--- config.mk ---
export PLATFORM = sky130hd
export DESIGN_NAME = multicycle_controller_flat
export DESIGN_NICKNAME = d
export VERILOG_FILES = /design/src/rtl/multicycle_controller_pkg.sv /design/src/rtl/multicycle_controller_if.sv /design/src/rtl/multicycle_controller_decode.sv /design/src/rtl/multicycle_controller.sv /design/src/flat_wrapper.sv
export SDC_FILE = /design/constraint.sdc
export NUM_CORES = 1
export LEC_CHECK = 0
export CORE_MARGIN = 10
export CORE_UTILIZATION = 36
export DETAILED_ROUTE_END_ITERATION = 10
export PLACE_DENSITY_LB_ADDON = 0.1
export SETUP_SLACK_MARGIN = 0.05
export SLEW_MARGIN = 5
export SYNTH_ARGS = -nofsm -noshare
export SYNTH_HDL_FRONTEND = slang
export SYNTH_SLANG_ARGS = --single-unit
--- constraint.sdc ---
create_clock -name clk -period 8.37 [get_ports clk]
set_input_delay 2.511 -clock clk [delete_from_list [all_inputs] [get_ports clk]]
set_output_delay 2.511 -clock clk [all_outputs]
set_load 0.03 [all_outputs]
--- src/rtl/multicycle_controller_pkg.sv ---
// Shared constants for the multi-cycle R/I/J control path.
// Contents: opcode/funct encodings, ALU_OP codes, mux select encodings,
// FSM state encoding and the instruction-class enum produced by the decoder.
package multicycle_controller_pkg;

  // Opcodes (IR[31:26])
  localparam logic [5:0] OP_RTYPE = 6'b000000;
  localparam logic [5:0] OP_J     = 6'b000010;
  localparam logic [5:0] OP_JAL   = 6'b000011;
  localparam logic [5:0] OP_BEQ   = 6'b000100;
  localparam logic [5:0] OP_BNE   = 6'b000101;
  localparam logic [5:0] OP_ADDI  = 6'b001000;
  localparam logic [5:0] OP_SLTIU = 6'b001011;
  localparam logic [5:0] OP_ANDI  = 6'b001100;
  localparam logic [5:0] OP_ORI   = 6'b001101;
  localparam logic [5:0] OP_XORI  = 6'b001110;
  localparam logic [5:0] OP_LW    = 6'b100011;
  localparam logic [5:0] OP_SW    = 6'b101011;

  // R-type funct codes (IR[5:0]); and/or/xor/nor share the 1001xx group
  localparam logic [5:0] F_ADD    = 6'b100000;
  localparam logic [5:0] F_SUB    = 6'b100010;
  localparam logic [5:0] F_SLTU   = 6'b101011;
  localparam logic [5:0] F_SLLV   = 6'b000100;
  localparam logic [5:0] F_JR     = 6'b001000;
  localparam logic [3:0] F_LOGIC_HI = 4'b1001;

  // ALU operation codes
  localparam logic [2:0] ALU_AND  = 3'b000;
  localparam logic [2:0] ALU_OR   = 3'b001;
  localparam logic [2:0] ALU_XOR  = 3'b010;
  localparam logic [2:0] ALU_ADD  = 3'b100;
  localparam logic [2:0] ALU_SUB  = 3'b101;
  localparam logic [2:0] ALU_SLTU = 3'b110;
  localparam logic [2:0] ALU_SLLV = 3'b111;

  // PC mux
  localparam logic [1:0] PC_S_INC  = 2'b00;
  localparam logic [1:0] PC_S_RS   = 2'b01;
  localparam logic [1:0] PC_S_BR   = 2'b10;
  localparam logic [1:0] PC_S_JUMP = 2'b11;

  // Destination register mux
  localparam logic [1:0] WRS_RD = 2'b00;
  localparam logic [1:0] WRS_RT = 2'b01;
  localparam logic [1:0] WRS_RA = 2'b10;

  // Write-data mux
  localparam logic [1:0] WDS_ALU = 2'b00;
  localparam logic [1:0] WDS_MEM = 2'b01;
  localparam logic [1:0] WDS_PC4 = 2'b10;

  // FSM state encoding
  localparam logic [2:0] ST_FETCH  = 3'd0;
  localparam logic [2:0] ST_DECODE = 3'd1;
  localparam logic [2:0] ST_EXEC   = 3'd2;
  localparam logic [2:0] ST_MEM    = 3'd3;
  localparam logic [2:0] ST_WB     = 3'd4;
  localparam logic [2:0] ST_ERR    = 3'd5;

  typedef enum logic [3:0] {
    CLS_R,     // R-type ALU op
    CLS_RJR,   // jr
    CLS_IALU,  // immediate ALU op
    CLS_LW,
    CLS_SW,
    CLS_BR,    // beq / bne
    CLS_J,
    CLS_JAL,
    CLS_ILL    // unknown opcode / funct
  } instr_class_e;

endpackage

--- src/rtl/multicycle_controller_if.sv ---
// Control bus between the multi-cycle controller and its datapath/memory.
// master: the controller (drives control word, memory request).
// slave : datapath/memory side (drives IR fields, ZF, mem_ready).
// Signals: opcode, funct, ZF, mem_ready (datapath -> controller);
//          mem_req, MemWrite, IR_we, PC_we, PC_s, w_r_s, w_r_data_s, imm_s,
//          rt_imm_s, ALU_OP, WriteReg, instr_done, illegal, mem_err (controller -> datapath).
interface multicycle_controller_if #(
  parameter int ALU_OP_W = 3
);
  logic [5:0]          opcode;
  logic [5:0]          funct;
  logic                ZF;
  logic                mem_ready;
  logic                mem_req;
  logic                MemWrite;
  logic                IR_we;
  logic                PC_we;
  logic [1:0]          PC_s;
  logic [1:0]          w_r_s;
  logic [1:0]          w_r_data_s;
  logic                imm_s;
  logic                rt_imm_s;
  logic [ALU_OP_W-1:0] ALU_OP;
  logic                WriteReg;
  logic                instr_done;
  logic                illegal;
  logic                mem_err;

  modport master (
    input  opcode, funct, ZF, mem_ready,
    output mem_req, MemWrite, IR_we, PC_we, PC_s, w_r_s, w_r_data_s,
           imm_s, rt_imm_s, ALU_OP, WriteReg, instr_done, illegal, mem_err
  );

  modport slave (
    output opcode, funct, ZF, mem_ready,
    input  mem_req, MemWrite, IR_we, PC_we, PC_s, w_r_s, w_r_data_s,
           imm_s, rt_imm_s, ALU_OP, WriteReg, instr_done, illegal, mem_err
  );
endinterface

--- src/rtl/multicycle_controller_decode.sv ---
// Instruction decoder (ctrl_decode) for the multi-cycle controller. Purely combinational.
// Ports:
//   opcode, funct : IR fields
//   cls           : instruction class
//   alu_op        : 3-bit ALU operation for the EXEC/MEM phases
//   imm_s         : 1 = sign-extend immediate
// JAL_EN = 0 makes jal decode as illegal.
module multicycle_controller_decode
  import multicycle_controller_pkg::*;
#(
  parameter int JAL_EN = 1
) (
  input  logic [5:0]   opcode,
  input  logic [5:0]   funct,
  output instr_class_e cls,
  output logic [2:0]   alu_op,
  output logic         imm_s
);

  always_comb begin
    cls    = CLS_ILL;
    alu_op = ALU_AND;
    imm_s  = 1'b0;
    case (opcode)
      OP_RTYPE: begin
        if (funct == F_ADD) begin
          cls    = CLS_R;
          alu_op = ALU_ADD;
        end else if (funct == F_SUB) begin
          cls    = CLS_R;
          alu_op = ALU_SUB;
        end else if (funct[5:2] == F_LOGIC_HI) begin
          // and/or/xor/nor map straight onto ALU codes 000..011
          cls    = CLS_R;
          alu_op = {1'b0, funct[1:0]};
        end else if (funct == F_SLTU) begin
          cls    = CLS_R;
          alu_op = ALU_SLTU;
        end else if (funct == F_SLLV) begin
          cls    = CLS_R;
          alu_op = ALU_SLLV;
        end else if (funct == F_JR) begin
          cls    = CLS_RJR;
        end
      end
      OP_LW: begin
        cls    = CLS_LW;
        alu_op = ALU_ADD;
        imm_s  = 1'b1;
      end
      OP_SW: begin
        cls    = CLS_SW;
        alu_op = ALU_ADD;
        imm_s  = 1'b1;
      end
      OP_BEQ, OP_BNE: begin
        cls    = CLS_BR;
        alu_op = ALU_SUB;
      end
      OP_J:   cls = CLS_J;
      OP_JAL: cls = (JAL_EN != 0) ? CLS_JAL : CLS_ILL;
      OP_ADDI: begin
        cls    = CLS_IALU;
        alu_op = ALU_ADD;
        imm_s  = 1'b1;
      end
      OP_ANDI: begin
        cls    = CLS_IALU;
        alu_op = ALU_AND;
      end
      OP_ORI: begin
        cls    = CLS_IALU;
        alu_op = ALU_OR;
      end
      OP_XORI: begin
        cls    = CLS_IALU;
        alu_op = ALU_XOR;
      end
      OP_SLTIU: begin
        cls    = CLS_IALU;
        alu_op = ALU_SLTU;
        imm_s  = 1'b1;
      end
      default: cls = CLS_ILL;
    endcase
  end

endmodule

--- src/rtl/multicycle_controller.sv ---
// Multi-cycle control FSM for the R/I/J CPU.
// Sequences each instruction through FETCH/DECODE/EXEC/MEM/WB, issues the control word
// per state and handshakes with a wait-state memory via mem_req/mem_ready.
// Ports:
//   clk : system clock, rising edge
//   rst : asynchronous active-high reset; forces every output to 0 while high
//   bus : controller side of multicycle_controller_if (IR fields, ZF, memory handshake,
//         control word, instr_done/illegal/mem_err status)
//
// state  | meaning
// FETCH  | read instruction; IR/PC load on mem_ready
// DECODE | jumps complete here, illegal instructions flagged
// EXEC   | ALU controls valid; branches and jr complete
// MEM    | lw/sw data access; sw completes on mem_ready
// WB     | register-file write
// ERR    | memory timeout; terminal until rst, only mem_err high
module multicycle_controller #(
  parameter int ALU_OP_W    = 3,
  parameter int MEM_TIMEOUT = 0,
  parameter int JAL_EN      = 1
) (
  input logic                     clk,
  input logic                     rst,
  multicycle_controller_if.master bus
);
  import multicycle_controller_pkg::*;

  localparam int CNT_W = (MEM_TIMEOUT < 2) ? 1 : $clog2(MEM_TIMEOUT + 1);

  logic [2:0]       state_q, state_d;
  logic [CNT_W-1:0] cnt_q, cnt_d;

  instr_class_e cls;
  logic [2:0]   dec_alu_op;
  logic         dec_imm_s;

  logic       mem_req_c, mem_write_c, ir_we_c, pc_we_c;
  logic [1:0] pc_s_c, w_r_s_c, w_r_data_s_c;
  logic       imm_s_c, rt_imm_s_c;
  logic [2:0] alu_op_c;
  logic       write_reg_c, instr_done_c, illegal_c;
  logic       waiting;

  multicycle_controller_decode #(.JAL_EN(JAL_EN)) u_decode (
    .opcode (bus.opcode),
    .funct  (bus.funct),
    .cls    (cls),
    .alu_op (dec_alu_op),
    .imm_s  (dec_imm_s)
  );

  always_comb begin
    state_d      = state_q;
    cnt_d        = cnt_q;
    mem_req_c    = 1'b0;
    mem_write_c  = 1'b0;
    ir_we_c      = 1'b0;
    pc_we_c      = 1'b0;
    pc_s_c       = PC_S_INC;
    w_r_s_c      = WRS_RD;
    w_r_data_s_c = WDS_ALU;
    imm_s_c      = 1'b0;
    rt_imm_s_c   = 1'b0;
    alu_op_c     = ALU_AND;
    write_reg_c  = 1'b0;
    instr_done_c = 1'b0;
    illegal_c    = 1'b0;
    waiting      = 1'b0;

    case (state_q)
      ST_FETCH: begin
        mem_req_c = 1'b1;
        if (bus.mem_ready) begin
          ir_we_c = 1'b1;
          pc_we_c = 1'b1;
          state_d = ST_DECODE;
        end else begin
          waiting = 1'b1;
        end
      end
      ST_DECODE: begin
        case (cls)
          CLS_J: begin
            pc_we_c      = 1'b1;
            pc_s_c       = PC_S_JUMP;
            instr_done_c = 1'b1;
            state_d      = ST_FETCH;
          end
          CLS_JAL: begin
            pc_we_c      = 1'b1;
            pc_s_c       = PC_S_JUMP;
            write_reg_c  = 1'b1;
            w_r_s_c      = WRS_RA;
            w_r_data_s_c = WDS_PC4;
            instr_done_c = 1'b1;
            state_d      = ST_FETCH;
          end
          CLS_ILL: begin
            illegal_c    = 1'b1;
            instr_done_c = 1'b1;
            state_d      = ST_FETCH;
          end
          default: state_d = ST_EXEC;
        endcase
      end
      ST_EXEC: begin
        case (cls)
          CLS_R: begin
            alu_op_c = dec_alu_op;
            state_d  = ST_WB;
          end
          CLS_IALU: begin
            alu_op_c   = dec_alu_op;
            imm_s_c    = dec_imm_s;
            rt_imm_s_c = 1'b1;
            state_d    = ST_WB;
          end
          CLS_LW, CLS_SW: begin
            alu_op_c   = dec_alu_op;
            imm_s_c    = dec_imm_s;
            rt_imm_s_c = 1'b1;
            state_d    = ST_MEM;
          end
          CLS_BR: begin
            // beq takes on ZF, bne (opcode[0] = 1) on !ZF
            alu_op_c     = dec_alu_op;
            pc_s_c       = PC_S_BR;
            pc_we_c      = bus.ZF ^ bus.opcode[0];
            instr_done_c = 1'b1;
            state_d      = ST_FETCH;
          end
          CLS_RJR: begin
            pc_we_c      = 1'b1;
            pc_s_c       = PC_S_RS;
            instr_done_c = 1'b1;
            state_d      = ST_FETCH;
          end
          default: state_d = ST_FETCH;
        endcase
      end
      ST_MEM: begin
        // address controls held so the ALU keeps presenting the effective address
        mem_req_c   = 1'b1;
        mem_write_c = (cls == CLS_SW);
        alu_op_c    = dec_alu_op;
        imm_s_c     = dec_imm_s;
        rt_imm_s_c  = 1'b1;
        if (bus.mem_ready) begin
          if (cls == CLS_SW) begin
            instr_done_c = 1'b1;
            state_d      = ST_FETCH;
          end else begin
            state_d = ST_WB;
          end
        end else begin
          waiting = 1'b1;
        end
      end
      ST_WB: begin
        write_reg_c  = 1'b1;
        instr_done_c = 1'b1;
        w_r_s_c      = (cls == CLS_R) ? WRS_RD : WRS_RT;
        w_r_data_s_c = (cls == CLS_LW) ? WDS_MEM : WDS_ALU;
        state_d      = ST_FETCH;
      end
      ST_ERR: state_d = ST_ERR;
      default: state_d = ST_FETCH;
    endcase

    if (waiting && (MEM_TIMEOUT > 0)) begin
      if (int'(cnt_q) + 1 >= MEM_TIMEOUT) state_d = ST_ERR;
      else                                cnt_d   = cnt_q + 1'b1;
    end
    // every state change starts a fresh wait count
    if (state_d != state_q) cnt_d = '0;
  end

  always_ff @(posedge clk or posedge rst) begin
    if (rst) begin
      state_q <= ST_FETCH;
      cnt_q   <= '0;
    end else begin
      state_q <= state_d;
      cnt_q   <= cnt_d;
    end
  end

  // Reset gates the control word directly so an in-flight access is dropped at once.
  assign bus.mem_req    = mem_req_c & ~rst;
  assign bus.MemWrite   = mem_write_c & ~rst;
  assign bus.IR_we      = ir_we_c & ~rst;
  assign bus.PC_we      = pc_we_c & ~rst;
  assign bus.PC_s       = rst ? 2'b00 : pc_s_c;
  assign bus.w_r_s      = rst ? 2'b00 : w_r_s_c;
  assign bus.w_r_data_s = rst ? 2'b00 : w_r_data_s_c;
  assign bus.imm_s      = imm_s_c & ~rst;
  assign bus.rt_imm_s   = rt_imm_s_c & ~rst;
  assign bus.ALU_OP     = rst ? '0 : ALU_OP_W'(alu_op_c);
  assign bus.WriteReg   = write_reg_c & ~rst;
  assign bus.instr_done = instr_done_c & ~rst;
  assign bus.illegal    = illegal_c & ~rst;
  assign bus.mem_err    = (state_q == ST_ERR) & ~rst;

endmodule

--- src/flat_wrapper.sv ---
// flat-port wrapper written by rule: the top's interface ports become plain ports
module multicycle_controller_flat import multicycle_controller_pkg::*;
#(
  parameter int ALU_OP_W    = 3,
  parameter int MEM_TIMEOUT = 0,
  parameter int JAL_EN      = 1
)
  (clk, rst, bus_opcode, bus_funct, bus_ZF, bus_mem_ready, bus_mem_req, bus_MemWrite, bus_IR_we, bus_PC_we, bus_PC_s, bus_w_r_s, bus_w_r_data_s, bus_imm_s, bus_rt_imm_s, bus_ALU_OP, bus_WriteReg, bus_instr_done, bus_illegal, bus_mem_err);
  multicycle_controller_if #(.ALU_OP_W(ALU_OP_W)) bus_i ();
  input logic clk;
  input logic rst;
  input wire logic [$bits(bus_i.opcode)-1:0] bus_opcode;
  input wire logic [$bits(bus_i.funct)-1:0] bus_funct;
  input wire logic [$bits(bus_i.ZF)-1:0] bus_ZF;
  input wire logic [$bits(bus_i.mem_ready)-1:0] bus_mem_ready;
  output wire logic [$bits(bus_i.mem_req)-1:0] bus_mem_req;
  output wire logic [$bits(bus_i.MemWrite)-1:0] bus_MemWrite;
  output wire logic [$bits(bus_i.IR_we)-1:0] bus_IR_we;
  output wire logic [$bits(bus_i.PC_we)-1:0] bus_PC_we;
  output wire logic [$bits(bus_i.PC_s)-1:0] bus_PC_s;
  output wire logic [$bits(bus_i.w_r_s)-1:0] bus_w_r_s;
  output wire logic [$bits(bus_i.w_r_data_s)-1:0] bus_w_r_data_s;
  output wire logic [$bits(bus_i.imm_s)-1:0] bus_imm_s;
  output wire logic [$bits(bus_i.rt_imm_s)-1:0] bus_rt_imm_s;
  output wire logic [$bits(bus_i.ALU_OP)-1:0] bus_ALU_OP;
  output wire logic [$bits(bus_i.WriteReg)-1:0] bus_WriteReg;
  output wire logic [$bits(bus_i.instr_done)-1:0] bus_instr_done;
  output wire logic [$bits(bus_i.illegal)-1:0] bus_illegal;
  output wire logic [$bits(bus_i.mem_err)-1:0] bus_mem_err;
  assign bus_i.opcode = bus_opcode;
  assign bus_i.funct = bus_funct;
  assign bus_i.ZF = bus_ZF;
  assign bus_i.mem_ready = bus_mem_ready;
  assign bus_mem_req = bus_i.mem_req;
  assign bus_MemWrite = bus_i.MemWrite;
  assign bus_IR_we = bus_i.IR_we;
  assign bus_PC_we = bus_i.PC_we;
  assign bus_PC_s = bus_i.PC_s;
  assign bus_w_r_s = bus_i.w_r_s;
  assign bus_w_r_data_s = bus_i.w_r_data_s;
  assign bus_imm_s = bus_i.imm_s;
  assign bus_rt_imm_s = bus_i.rt_imm_s;
  assign bus_ALU_OP = bus_i.ALU_OP;
  assign bus_WriteReg = bus_i.WriteReg;
  assign bus_instr_done = bus_i.instr_done;
  assign bus_illegal = bus_i.illegal;
  assign bus_mem_err = bus_i.mem_err;
  multicycle_controller #(.ALU_OP_W(ALU_OP_W), .MEM_TIMEOUT(MEM_TIMEOUT), .JAL_EN(JAL_EN)) u_core (.clk(clk), .rst(rst), .bus(bus_i));
endmodule
Word level (Yosys, flattened, before mapping)
Index checks and enable logic that the tools add are counted.

Register bits after elaboration: 3. Output and inout bits: 19. Word-level logic and storage cells: 115.

Equality and inequality tests: 32. Multiplexer cells: 54. Bitwise gates (word level): 12. Reductions and logical operators: 16.

Operators by type and width (number): $eq 6x4->1 const B (6); $eq 6x6->1 const B (5); $mux 3 (10); $pmux 4 s7 (1); $mux 4 (6); $eq 6x3->1 const B (3); $pmux 3 s6 (1); $mux 1 (17); $eq 4x3->1 const B (4); $pmux 2 s2 (4); $pmux 3 s5 (1); $eq 6x2->1 const B (2); $mux 2 (6); $pmux 3 s2 (2); $reduce_or 2->1 (6); $and 1x1->1 (10); $reduce_or 5->1 (2); $reduce_or 3->1 (3); $eq 4x2->1 const B (2); $eq 4x4->1 const B (2); $pmux 1 s2 (4); $eq 3x2->1 const B (2); $eq 3x3->1 const B (2); $logic_not 6->1 (1); other kinds (11) (12).

Depth between registers and ports, before layout
Word-level depth: 13. Depth in mapped cells: 7. Mapped depth without buffers: 6.

Cells and area by module
From an unflattened synthesis, not the netlist that was laid out.

Cell total of the unflattened synthesis: 147. Area, all modules: 974.7 um2.

Modules (own cells, without submodules): multicycle_controller (instances 1, cells each 80, area an instance 574.3 um2, seq. area each 75.1 um2); multicycle_controller_decode (instances 1, cells each 67, area an instance 400.4 um2, seq. area each 0.0 um2).

Worst setup path before layout
No wires, ideal clock.

Path kind: input to output. Start point: input bus_opcode[1]. End point: output bus_PC_we. Arrival time: 4.413 ns. Data required time: 5.859 ns. Slack: 1.446 ns. Cell stages on the path: 7. Path buffers: 1. Cells stage by stage: buf_4 or2_4 mux2_4 o32ai_4 nand2_1 or4_4 a31oi_1.

Longest elaborated chain between the ends: 8. Elaborated cells on any way between the ends: 24. Classes of those cells: eq/ne (15); mux (4); bitwise (1); reduce/logical (4).

RTL lines: from (decl) (line flat_wrapper.sv:12) `input wire logic [$bits(bus_i.opcode)-1:0] bus_opcode;`; $eq 6x4->1 / $eq 6x3->1 (equally long branches) (line multicycle_controller_decode.sv:24) `case (opcode)`; $reduce_or 5->1 (no source line) / $reduce_or 2->1 (equally long branches); $pmux 4 s7 (*) (line multicycle_controller_decode.sv:24); $eq 4x3->1 (line multicycle_controller.sv:82) `case (cls)`; $reduce_or 2->1 (no source line); $mux 1 (line multicycle_controller.sv:82); $pmux 1 s3 (*) (line multicycle_controller.sv:70) `case (state_q)`; $and 1x1->1 (*) (line multicycle_controller.sv:192) `assign bus.PC_we = pc_we_c & ~rst;`; to (decl) (line flat_wrapper.sv:19) `output wire logic [$bits(bus_i.PC_we)-1:0] bus_PC_we;`.

Every way passes the cells marked *; elsewhere a longest branch is shown, timed or not.

Worst setup path in the final report
Start point: input bus_opcode[3]. End point: output bus_instr_done.

Longest elaborated chain between the ends: 8. Elaborated cells on any way between the ends: 29. Classes of those cells: eq/ne (17); mux (6); bitwise (1); reduce/logical (5).

RTL lines: $eq 6x4->1 / $eq 6x3->1 (equally long branches) (line multicycle_controller_decode.sv:24); $reduce_or 5->1 (no source line) / $reduce_or 2->1 (equally long branches); $pmux 4 s7 (*) (line multicycle_controller_decode.sv:24); $eq 4x3->1, or another cell as far along (line multicycle_controller.sv:82); $reduce_or 3->1 (no source line), or another cell as far along; $mux 1 (on tied branches) (line multicycle_controller.sv:82, multicycle_controller.sv:107, multicycle_controller.sv:148); $pmux 1 s4 (*) (line multicycle_controller.sv:70); $and 1x1->1 (*) (line multicycle_controller.sv:200) `assign bus.instr_done = instr_done_c & ~rst;`; to (decl) (line flat_wrapper.sv:27) `output wire logic [$bits(bus_i.instr_done)-1:0] bus_instr_done;`.

Marked as above.

==> metrics list <==
* Netlist area before placement: just over 1000 um^2
- VDD sags by at most 201 uV.
- Maximum number of pins on one net before global-route repair: 19
- Final-report max-slew violation count: 0
- Final worst clock skew: 0.00380 ns
- Along the worst path, the maximum fanout reaches 15.
- Number of CTS-inserted buffers: 3
- Counting cells, the worst reg-to-reg path comes to 3.
- The routed layout has approximately 1,200 vias.
- The longest clock path from root to sink contains 2 buffers.
* Final estimated routing congestion in global placement: approximately 0.86
- Post-route fraction of the period consumed by the critical path: 96.5%
- Kind of end point of the critical path: output port
* Num ports: 35
- Number of buffers inserted for hold repair after clock tree synthesis: 0
- Type of the worst min-delay path: reg -> reg
- Capture point of the critical path: bus_instr_done
- After detailed routing, the number of vias per cell comes to just under 6.
* Synth Register Bits: 3
* Width of the die: 73.7 um
- The area growth from synthesis to layout is 33.6%.
* Wire length per cell after detailed routing: 15.4 um
- Worst Setup SP: bus_opcode[3]
- The tool flagged a number of max-cap violations equal to 0.
- The worst register-to-register path begins at u_core.state_q[0].
- Fmax: 124 MHz
- Setup slack, reg-to-reg: 6.82 ns
- Leakage power summed over all cells: approximately 0.48 nW
- Worst hold slack after final layout: 0.757 ns
* Unrepaired setup endpoints after global routing: no
- The number of failing hold endpoints at the final stage is 0.
* Sink Count: 3
* ANT nets after route: 0
- For this run, the post-layout net count is 195.
- Pin slew with the least headroom to its limit: 0.707 ns
- Power density cells: 149 nW/um^2
- From bottom edge to top edge, the die measures 73.7 um.
* Setup Fix Bufs, Post-CTS: 0
* Initial cell density of the core: 37.7%
- After floorplanning, the core was divided into 19 placement rows.
- Count of final setup violators: 0
* Main flop type after synthesis: dfrtp_1
* Count of unique library cells instantiated by Yosys: 55
- Die Area: 5430 um^2
* First-pass DRT Iterations: 4
* Via count of the first global-routing pass: 1,136
* Endpoint arrival time on the critical path: about 5.6 ns
- After filler insertion, the fill cell instance count of the layout stands at 283.
- Root cell of the clock tree: clkbuf_4
- The worst path in the final design needs a cycle of slightly above 8 ns, including I/O delays and setup.
- The worst setup path is launched from an input pin.
- After detailed routing, the number of remaining DRC violations is 0.
* Register area share after synthesis: about 7.2%
* Fraction of final layout cells sized beyond drive strength 1: between 10% and 20%
- Final HPWL DP: 2530 um
* Gr usage total: 11.3%
- After clock tree synthesis, the repair step resized 0 gates.
- Data required time at the worst endpoint: 5.86 ns
- The number of antenna diodes in the final layout is 0.
- Worst slew slack as a fraction of its limit: 52.7%
- Gate count of the mapped netlist: 150
- DR iter-0 viols: 60
- Status: finished, final reports clean
- Clock transition time at the flip-flop clock pins of the worst setup and hold paths: 0.04 ns
- Core area: 2760 um^2
- Maximum level of the CTS H-tree: 1
* Post-synthesis average cell area: a little under 7 um^2
- Global routing finished with a remaining overflow of 0.
- Adding up every negative setup slack in the final design gives 0 ns.
* Initial antenna violation count: 0
- Share of async-settable or async-resettable flops after synthesis: 100%
* Drt total wl: 3220 um
* Post-synth EDFFs: 0
- u_core.state_q holds more flip-flops than any other register.
- Synth warn: 0
* Worst-Skew Late Latency: ~0.23 ns
- Wire length of the first global-routing pass: 5270 um
- Reg-to-reg critical path endpoint: u_core.state_q[2]
- Clock tree from TritonCTS: built
- Syn_nets: 166
* Worst setup path category: in -> out
* Biggest registers after layout: u_core.state_q (3)
- The count of buffers added on input and output ports is 34.
- The register with the most flip-flops in the layout has 3 of them.
placed cells by master, fill, tap and decap left out, types with 3 or more instances in the layout:
| cell | count |
|---|---|
| clkdlybuf4s50_1 | 34 |
| nor2_1 | 15 |
| a21oi_1 | 13 |
| nand2_1 | 11 |
| nor3_1 | 8 |
| o21ai_0 | 7 |
| nand3_1 | 7 |
| nand2b_1 | 5 |
| inv_1 | 5 |
| nor2b_1 | 5 |
| and3_1 | 5 |
| xor2_1 | 4 |
| nand4_1 | 3 |
| o31a_1 | 3 |
| clkbuf_4 | 3 |
| buf_4 | 3 |
| dfrtp_1 | 3 |
how the worst min path moves through the flow:
| stage | end | start | slack (ns) | cells past startpoint |
|---|---|---|---|---|
| 2_1_floorplan | u_core.state_q[2] | u_core.state_q[2] | 0.60 | 3 |
| 3_3_place_gp | u_core.state_q[1] | u_core.state_q[2] | 0.73 | 1 |
| 3_5_place_dp | u_core.state_q[1] | u_core.state_q[2] | 0.73 | 1 |
| 4_1_cts | u_core.state_q[1] | u_core.state_q[2] | 0.74 | 1 |
| 5_1_grt | u_core.state_q[1] | u_core.state_q[2] | 0.78 | 1 |
| 6_report | u_core.state_q[1] | u_core.state_q[2] | 0.76 | 1 |
critical path: stages:
cell and delay, ns:
clkdlybuf4s50_1 0.83, nand2b_1 0.23, a21o_1 0.23, o221ai_2 0.07
o311ai_2 0.23, or4_4 0.55, a311oi_2 0.20, clkdlybuf4s50_1 0.70
power breakdown:
part	switching, mW	internal [mW]
combinational	0.0740	0.0594
clock	0.00744	0.0179
sequential	0.0276	0.0202
total	0.109	0.0975
routing by layer:
metal  track usage [%]  vias to the layer above  routed length [um]
met5                 0                        -                   0
met4              1.86                        0                   0
met3              3.36                        0                 319
met2              17.2                       36                1450
met1              15.4                      572                1450
li1                  -                      618                   -
area by class of cell:
cell class | count | area [um^2] | area share (%)
clock buffers | 4 | 26.3 | 1.89
flip-flops and latches | 3 | 75.1 | 5.41
well taps | 31 | 38.8 | 2.80
inverters | 6 | 22.5 | 1.62
repair buffers | 37 | 363 | 26.1
multi-input cells | 128 | 862 | 62.1
cell usage after synthesis, drive strengths merged (2+ instances only):
cell type / count / area, um^2
mux2: 2 / 26.3
nand2: 12 / 47.6
or2: 3 / 21.3
buf: 8 / 60.1
nor3: 8 / 40.0
nand3b: 2 / 15.0
a31oi: 2 / 12.5
inv: 6 / 22.5
nand4: 3 / 18.8
and3: 5 / 31.3
nor4: 4 / 52.6
o22ai: 2 / 12.5
o32ai: 2 / 36.3
clkbuf: 5 / 18.8
a21o: 2 / 15.0
o21ai: 8 / 40.0
nand3: 7 / 35.0
nor2: 15 / 56.3
dfrtp: 3 / 75.1
a21oi: 14 / 73.8
o22a: 2 / 17.5
nor2b: 5 / 31.3
o31a: 3 / 26.3
nand2b: 5 / 31.3
xor2: 4 / 35.0
cell families (layout without fill, tap and decap cells):
kind of cell	after synthesis	in the layout	synth area share, %
buffers and inverters	19	47	9.76
muxes	2	2	2.53
AOI/OAI and AO/OA	45	45	33.5
xor gates and xnor gates	4	4	3.37
DFF	3	3	7.23
and+or+nand+nor	77	77	43.6
through the flow:
stage | utilization [%] | cells | power, mW | instance area [um^2] | setup WS [ns]
floorplan | - | 150 | 0.140 | 1040 | 1.45
finish | 50.3 | 209 | 0.207 | 1390 | 0.296
global placement | 49.4 | 205 | 0.182 | 1360 | 0.380
global route | 50.3 | 209 | 0.225 | 1390 | 0.0963
CTS | 50.3 | 209 | 0.207 | 1390 | 0.290
detailed placement | 49.4 | 205 | 0.181 | 1360 | 0.296
Power figures use the tool's default switching activity.
